**src/rtl/mem_sequencer_if.sv**
```systemverilog
// Shared single-port memory bus between the sequencer (master) and the memory (slave).
// Valid/ready handshake: a transfer completes on the edge where mem_req and mem_ready are both high.
interface mem_sequencer_if #(
   parameter int ADDR_W = 32,
   parameter int DATA_W = 32
);
   logic              mem_req;
   logic              mem_we;
   logic [ADDR_W-1:0] mem_addr;
   logic [DATA_W-1:0] mem_wdata;
   logic              mem_ready;
   logic [DATA_W-1:0] mem_rdata;

   modport master (
      output mem_req, mem_we, mem_addr, mem_wdata,
      input  mem_ready, mem_rdata
   );

   modport slave (
      input  mem_req, mem_we, mem_addr, mem_wdata,
      output mem_ready, mem_rdata
   );
endinterface

```
**src/rtl/mem_sequencer.sv**
```systemverilog
// Fetch, optional load/store, then a one-cycle commit pulse; 3 cycles per non-memory instruction, 4 per load/store.
// Each memory wait state stretches the request by one cycle with address, write flag and data held.
module mem_sequencer #(
   parameter int                ADDR_W    = 32,
   parameter int                DATA_W    = 32,
   parameter logic [DATA_W-1:0] NOP_INSTR = 32'h00000013
) (
   input  logic              clk,
   input  logic              reset,
   input  logic [ADDR_W-1:0] pc,
   input  logic [ADDR_W-1:0] ALUResult,
   input  logic [DATA_W-1:0] WriteData,
   input  logic              MemRead,
   input  logic              MemWrite,
   output logic [DATA_W-1:0] instr,
   output logic [DATA_W-1:0] ReadData,
   output logic              step,
   mem_sequencer_if.master   mem
);

   localparam logic [2:0] IDLE   = 3'd0;
   localparam logic [2:0] FETCH  = 3'd1;
   localparam logic [2:0] DECODE = 3'd2;
   localparam logic [2:0] DATA   = 3'd3;
   localparam logic [2:0] COMMIT = 3'd4;

   logic [2:0] state;
   logic [2:0] state_nxt;
   logic       is_wr;

   always_comb begin
      state_nxt = state;
      case (state)
         IDLE:    state_nxt = FETCH;
         FETCH:   if (mem.mem_ready) state_nxt = DECODE;
         DECODE:  state_nxt = (MemRead || MemWrite) ? DATA : COMMIT;
         DATA:    if (mem.mem_ready) state_nxt = COMMIT;
         COMMIT:  state_nxt = FETCH;
         default: state_nxt = IDLE;
      endcase
   end

   // A request with both MemRead and MemWrite set is a store; the flag is
   // latched so mem_we cannot glitch while the memory is stalling.
   always_ff @(posedge clk or negedge reset) begin
      if (!reset) begin
         state    <= IDLE;
         instr    <= NOP_INSTR;
         ReadData <= '0;
         is_wr    <= 1'b0;
      end else begin
         state <= state_nxt;
         if (state == FETCH && mem.mem_ready)
            instr <= mem.mem_rdata;
         if (state == DECODE)
            is_wr <= MemWrite;
         if (state == DATA && mem.mem_ready && !is_wr)
            ReadData <= mem.mem_rdata;
      end
   end

   // Bus outputs decode straight from state so an async reset drops mem_req at once.
   always_comb begin
      mem.mem_req   = 1'b0;
      mem.mem_we    = 1'b0;
      mem.mem_addr  = '0;
      mem.mem_wdata = '0;
      step          = (state == COMMIT);
      case (state)
         FETCH: begin
            mem.mem_req  = 1'b1;
            mem.mem_addr = pc;
         end
         DATA: begin
            mem.mem_req   = 1'b1;
            mem.mem_we    = is_wr;
            mem.mem_addr  = ALUResult;
            mem.mem_wdata = WriteData;
         end
         default: ;
      endcase
   end

endmodule
```
**src/flat_wrapper.sv**
```systemverilog
// flat-port wrapper written by rule: the top's interface ports become plain ports
module mem_sequencer_flat 
#(
   parameter int                ADDR_W    = 32,
   parameter int                DATA_W    = 32,
   parameter logic [DATA_W-1:0] NOP_INSTR = 32'h00000013
)
  (clk, reset, pc, ALUResult, WriteData, MemRead, MemWrite, instr, ReadData, step, mem_mem_req, mem_mem_we, mem_mem_addr, mem_mem_wdata, mem_mem_ready, mem_mem_rdata);
  mem_sequencer_if #(.ADDR_W(ADDR_W), .DATA_W(DATA_W)) mem_i ();
  input  logic clk;
  input  logic reset;
  input  logic [ADDR_W-1:0] pc;
  input  logic [ADDR_W-1:0] ALUResult;
  input  logic [DATA_W-1:0] WriteData;
  input  logic MemRead;
  input  logic MemWrite;
  output logic [DATA_W-1:0] instr;
  output logic [DATA_W-1:0] ReadData;
  output logic step;
  output wire logic [$bits(mem_i.mem_req)-1:0] mem_mem_req;
  output wire logic [$bits(mem_i.mem_we)-1:0] mem_mem_we;
  output wire logic [$bits(mem_i.mem_addr)-1:0] mem_mem_addr;
  output wire logic [$bits(mem_i.mem_wdata)-1:0] mem_mem_wdata;
  input wire logic [$bits(mem_i.mem_ready)-1:0] mem_mem_ready;
  input wire logic [$bits(mem_i.mem_rdata)-1:0] mem_mem_rdata;
  assign mem_mem_req = mem_i.mem_req;
  assign mem_mem_we = mem_i.mem_we;
  assign mem_mem_addr = mem_i.mem_addr;
  assign mem_mem_wdata = mem_i.mem_wdata;
  assign mem_i.mem_ready = mem_mem_ready;
  assign mem_i.mem_rdata = mem_mem_rdata;
  mem_sequencer #(.ADDR_W(ADDR_W), .DATA_W(DATA_W), .NOP_INSTR(NOP_INSTR)) u_core (.clk(clk), .reset(reset), .pc(pc), .ALUResult(ALUResult), .WriteData(WriteData), .MemRead(MemRead), .MemWrite(MemWrite), .instr(instr), .ReadData(ReadData), .step(step), .mem(mem_i));
endmodule
```
**config.mk**
```make
export PLATFORM = sky130hd
export DESIGN_NAME = mem_sequencer_flat
export DESIGN_NICKNAME = d
export VERILOG_FILES = /design/src/rtl/mem_sequencer_if.sv /design/src/rtl/mem_sequencer.sv /design/src/flat_wrapper.sv
export SDC_FILE = /design/constraint.sdc
export NUM_CORES = 1
export LEC_CHECK = 0
export CAP_MARGIN = 0
export CORE_MARGIN = 8
export CORE_UTILIZATION = 32
export DETAILED_ROUTE_END_ITERATION = 12
export HOLD_SLACK_MARGIN = 0.08
export PLACE_DENSITY = 0.81
export SETUP_SLACK_MARGIN = 0.15
export SLEW_MARGIN = 20
export SYNTH_ARGS = -nofsm -noshare
export SYNTH_HDL_FRONTEND = slang
export SYNTH_SLANG_ARGS = --single-unit
export TNS_END_PERCENT = 20
```
**constraint.sdc**
```tcl
create_clock -name clk -period 1.7 [get_ports clk]
set_input_delay 0.255 -clock clk [delete_from_list [all_inputs] [get_ports clk]]
set_output_delay 0.255 -clock clk [all_outputs]
set_load 0.05 [all_outputs]
```
==> flow_metrics.tcl <==
set metrics [dict create \
    status "finished with violations" \
    violations "setup timing" \
    ys_warn_count 0 \
    fin_skew_ps 10.2 \
    fin_area_sq_um 7450 \
    h-tree-depth 3 \
    relSlewSlack_pct 76.0 \
    met3_length_mm 1.42 \
    drv_slew 0 \
    postRouteAntennaNets 0 \
    fin_nets 644 \
    cap_violations 0 \
    synth_edf_count 0 \
    cts_root_buffer "clkbuf_8" \
    top_layer "met4" \
    synth_top_family_by_area "multiplexers" \
    yosys-top-cells-area "dfrtp_1 52%, mux2_2 22%, a22o_1 8.9%" \
    fmax_mhz 512 \
    dpl_cell_area_sq_um 6600 \
    yosys.area.top_type "dfrtp_1" \
    numClockSinks 68 \
    min_path_type "in -> async" \
    cts_tree "built" \
    worst-path-max-fanout 8 \
    ys_seq_area_share_pct 54.2 \
    clock_latency_ps 340 \
    timing.rr.end "u_core.ReadData[24]$_DFFE_PN0P_" \
    power_density_nw_per_um2 2460 \
    slowest_stage "dfrtp_2" \
    grt_usage_pct 21.6 \
    synth-seq-cells 68 \
    fin_ws_ps -254 \
    start_util_pct 32.6 \
    synth_nets 361 \
    synth_xor_area_share_pct 0 \
    fillCellCount 573 \
    endpoint_kind "output pin" \
    grt-ovfl-total 0 \
    hold_viol 0 \
    arrival_ps 1700 \
    synth.distinct_cells 21 \
    max-vdd-ir-drop_uv 1380 \
    synth_compound_area_share_pct 9.59 \
    synth_most_common_cell "dfrtp_1" \
    core_area_sq_um 9640 \
    yosysTopAreaCellShare_pct 51.7 \
    worstPathRequired_ps 1440 \
    hpwl_mm 11.4 \
    wirelength_mm 16.1 \
    synthCells 228 \
    synthMuxAreaShare_pct 23.3 \
    synthAdderAreaFrac_pct 0 \
    rsz0062_at_grt "true" \
    period_share_pct 115 \
    drive_gt1_share_pct 57.8 \
    crit_family "simple AND/OR/NAND/NOR gates" \
    finalPower_mw 18.3 \
    numCtsBuffers 9 \
    leakagePower_nw 3.34 \
    path_cells "nand2b_4 -> nor2_4 -> buf_12 -> buf_16 -> and2_1 -> buf_12" \
    ioPinCount 264 \
    min_period_ps 1950 \
    grt_pass1_wl_mm 21.3 \
    drt-vias-per-instance 4.86 \
    setup_viol 87 \
    portBuffers 263 \
    area_delta_synth_final_pct 137 \
    syn_area_sq_um 3150 \
    finish.utilization_pct 77.3 \
    avgSynthCellArea_sq_um 13.8 \
    startpoint_type "register" \
    rrSetupSlack_ps -30 \
    antenna_found_initial 1 \
    worstSetupPathType "reg -> out" \
    met1_length_mm 5.97 \
    die-area_sq_um 13300 \
    vias 3156 \
    synthArstFlopShare_pct 100 \
    die_w_um 115 \
    r2r-start "u_core.state[2]$_DFFE_PN0P_" \
    clk_pin_slew_ps 80 \
    gp_congestion 0.846 \
    crit_buf_inv 3 \
    synthFlopType "dfrtp_1" \
    worst_r2r_path_depth 6 \
    die_h_um 115 \
    synthSimpleGateAreaFrac_pct 9.11 \
    synthTopCellsByCount "65 x dfrtp_1, 61 x mux2_2, 33 x and2_1, 32 x a22o_1" \
    grt_max_degree 69 \
    initialDrtViolationCount 146 \
    worstMarginPinSlew_ps 357 \
    rows 36 \
    dr.pass1.iters 4 \
    wl_per_cell_um 24.7 \
    clock_path_buffers 2 \
    drc 0 \
    grt_pass1_vias 3340 \
    dr_wl_met2_mm 8.19 \
    critPathMaxStageDelay_ps 430 \
    critPathMostFrequentCell "buf_12" \
]
[placed cells by master, fill, tap and decap left out, drive strengths merged]
cell,synthesis,final
dlygate4sd3,0,1
bufinv,0,1
nor3,3,3
nor3b,1,1
nor2,3,3
clkbuf,4,17
clkinv,0,3
o21bai,1,1
mux2,65,65
clkdlybuf4s50,0,131
a22o,32,32
nand2,1,1
dfstp,3,3
dfrtp,65,65
buf,12,151
nand2b,1,1
o22ai,1,1
nor2b,1,1
o31ai,1,1
and2,33,33
diode,0,1
inv,1,1
[power by group]
part | total, mW | internal, mW | switching (mW)
Clock | 1.31 | 0.717 | 0.592
Combinational | 14.0 | 6.29 | 7.68
Sequential | 3.02 | 2.47 | 0.541
[stage by stage]
| stage | hold WS, ps | setup TNS (ps) | setup WS, ps | instances |
|---|---|---|---|---|
| 2_1_floorplan | -40.6 | -1520 | -57.1 | 228 |
| 3_3_place_gp | 295 | -4260 | -86.1 | 620 |
| 3_5_place_dp | 304 | -5530 | -112 | 620 |
| 4_1_cts | 467 | -14330 | -246 | 642 |
| 5_1_grt | 459 | -19230 | -313 | 650 |
| 6_report | 447 | -14420 | -254 | 650 |
[final cells by class]
type / count / area [sq um] / area share [%]
repair buffers: 288 / 3560 / 47.8
multi-input cells: 143 / 1810 / 24.3
flip-flops and latches: 68 / 1710 / 22.9
well taps: 133 / 166 / 2.23
clock buffers: 12 / 145 / 1.95
clock inverters: 4 / 48.8 / 0.655
inverters: 1 / 3.75 / 0.0504
diodes: 1 / 2.50 / 0.0336
[metal layers]
| metal | GRT usage, % | up-vias |
|---|---|---|
| met3 | 7.67 | 31 |
| met2 | 36.4 | 168 |
| li1 | - | 1387 |
| met4 | 7.44 | 0 |
| met1 | 24.7 | 1570 |
| met5 | 0 | - |
[worst register-to-register path, stage by stage (launching register included)]
cell	delay, ps
dfrtp_2	430
nand2b_4	160
buf_4	130
buf_6	120
nor3_4	180
buf_12	260
mux2_4	340
[cell families after synthesis]
group / Yosys count
compound gates: 35
buf+inv: 17
flops: 68
mux: 65
simple gates: 43
[how the worst max path moves through the flow]
stage,from,end,depth (start not counted)
3_5_place_dp,mem_mem_ready,u_core.instr[29]$_DFFE_PN0P_,5
3_3_place_gp,mem_mem_ready,u_core.instr[24]$_DFFE_PN0P_,5
6_report,u_core.state[2]$_DFFE_PN0P_,mem_mem_wdata[19],6
2_1_floorplan,u_core.state[2]$_DFFE_PN0P_,mem_mem_addr[15],5
4_1_cts,u_core.state[2]$_DFFE_PN0P_,mem_mem_addr[21],6
5_1_grt,u_core.state[2]$_DFFE_PN0P_,mem_mem_wdata[19],6
[registers in the layout (all words and copies together), names as in the netlist]
signal,flops
u_core.ReadData,32
u_core.instr,32
u_core.is_wr,1
u_core.state,3
[repair_timing]
action | 4_1_cts | 5_1_grt
setup endpoints to repair | 129 | 131
gates cloned | 1 | 6
gates resized for setup | 62 | 44
hold buffers | 1 | 0
setup buffers | 4 | 1
pin swaps | 17 | 36
hold endpoints to repair | 65 | 0
Power figures use the tool's default switching activity.
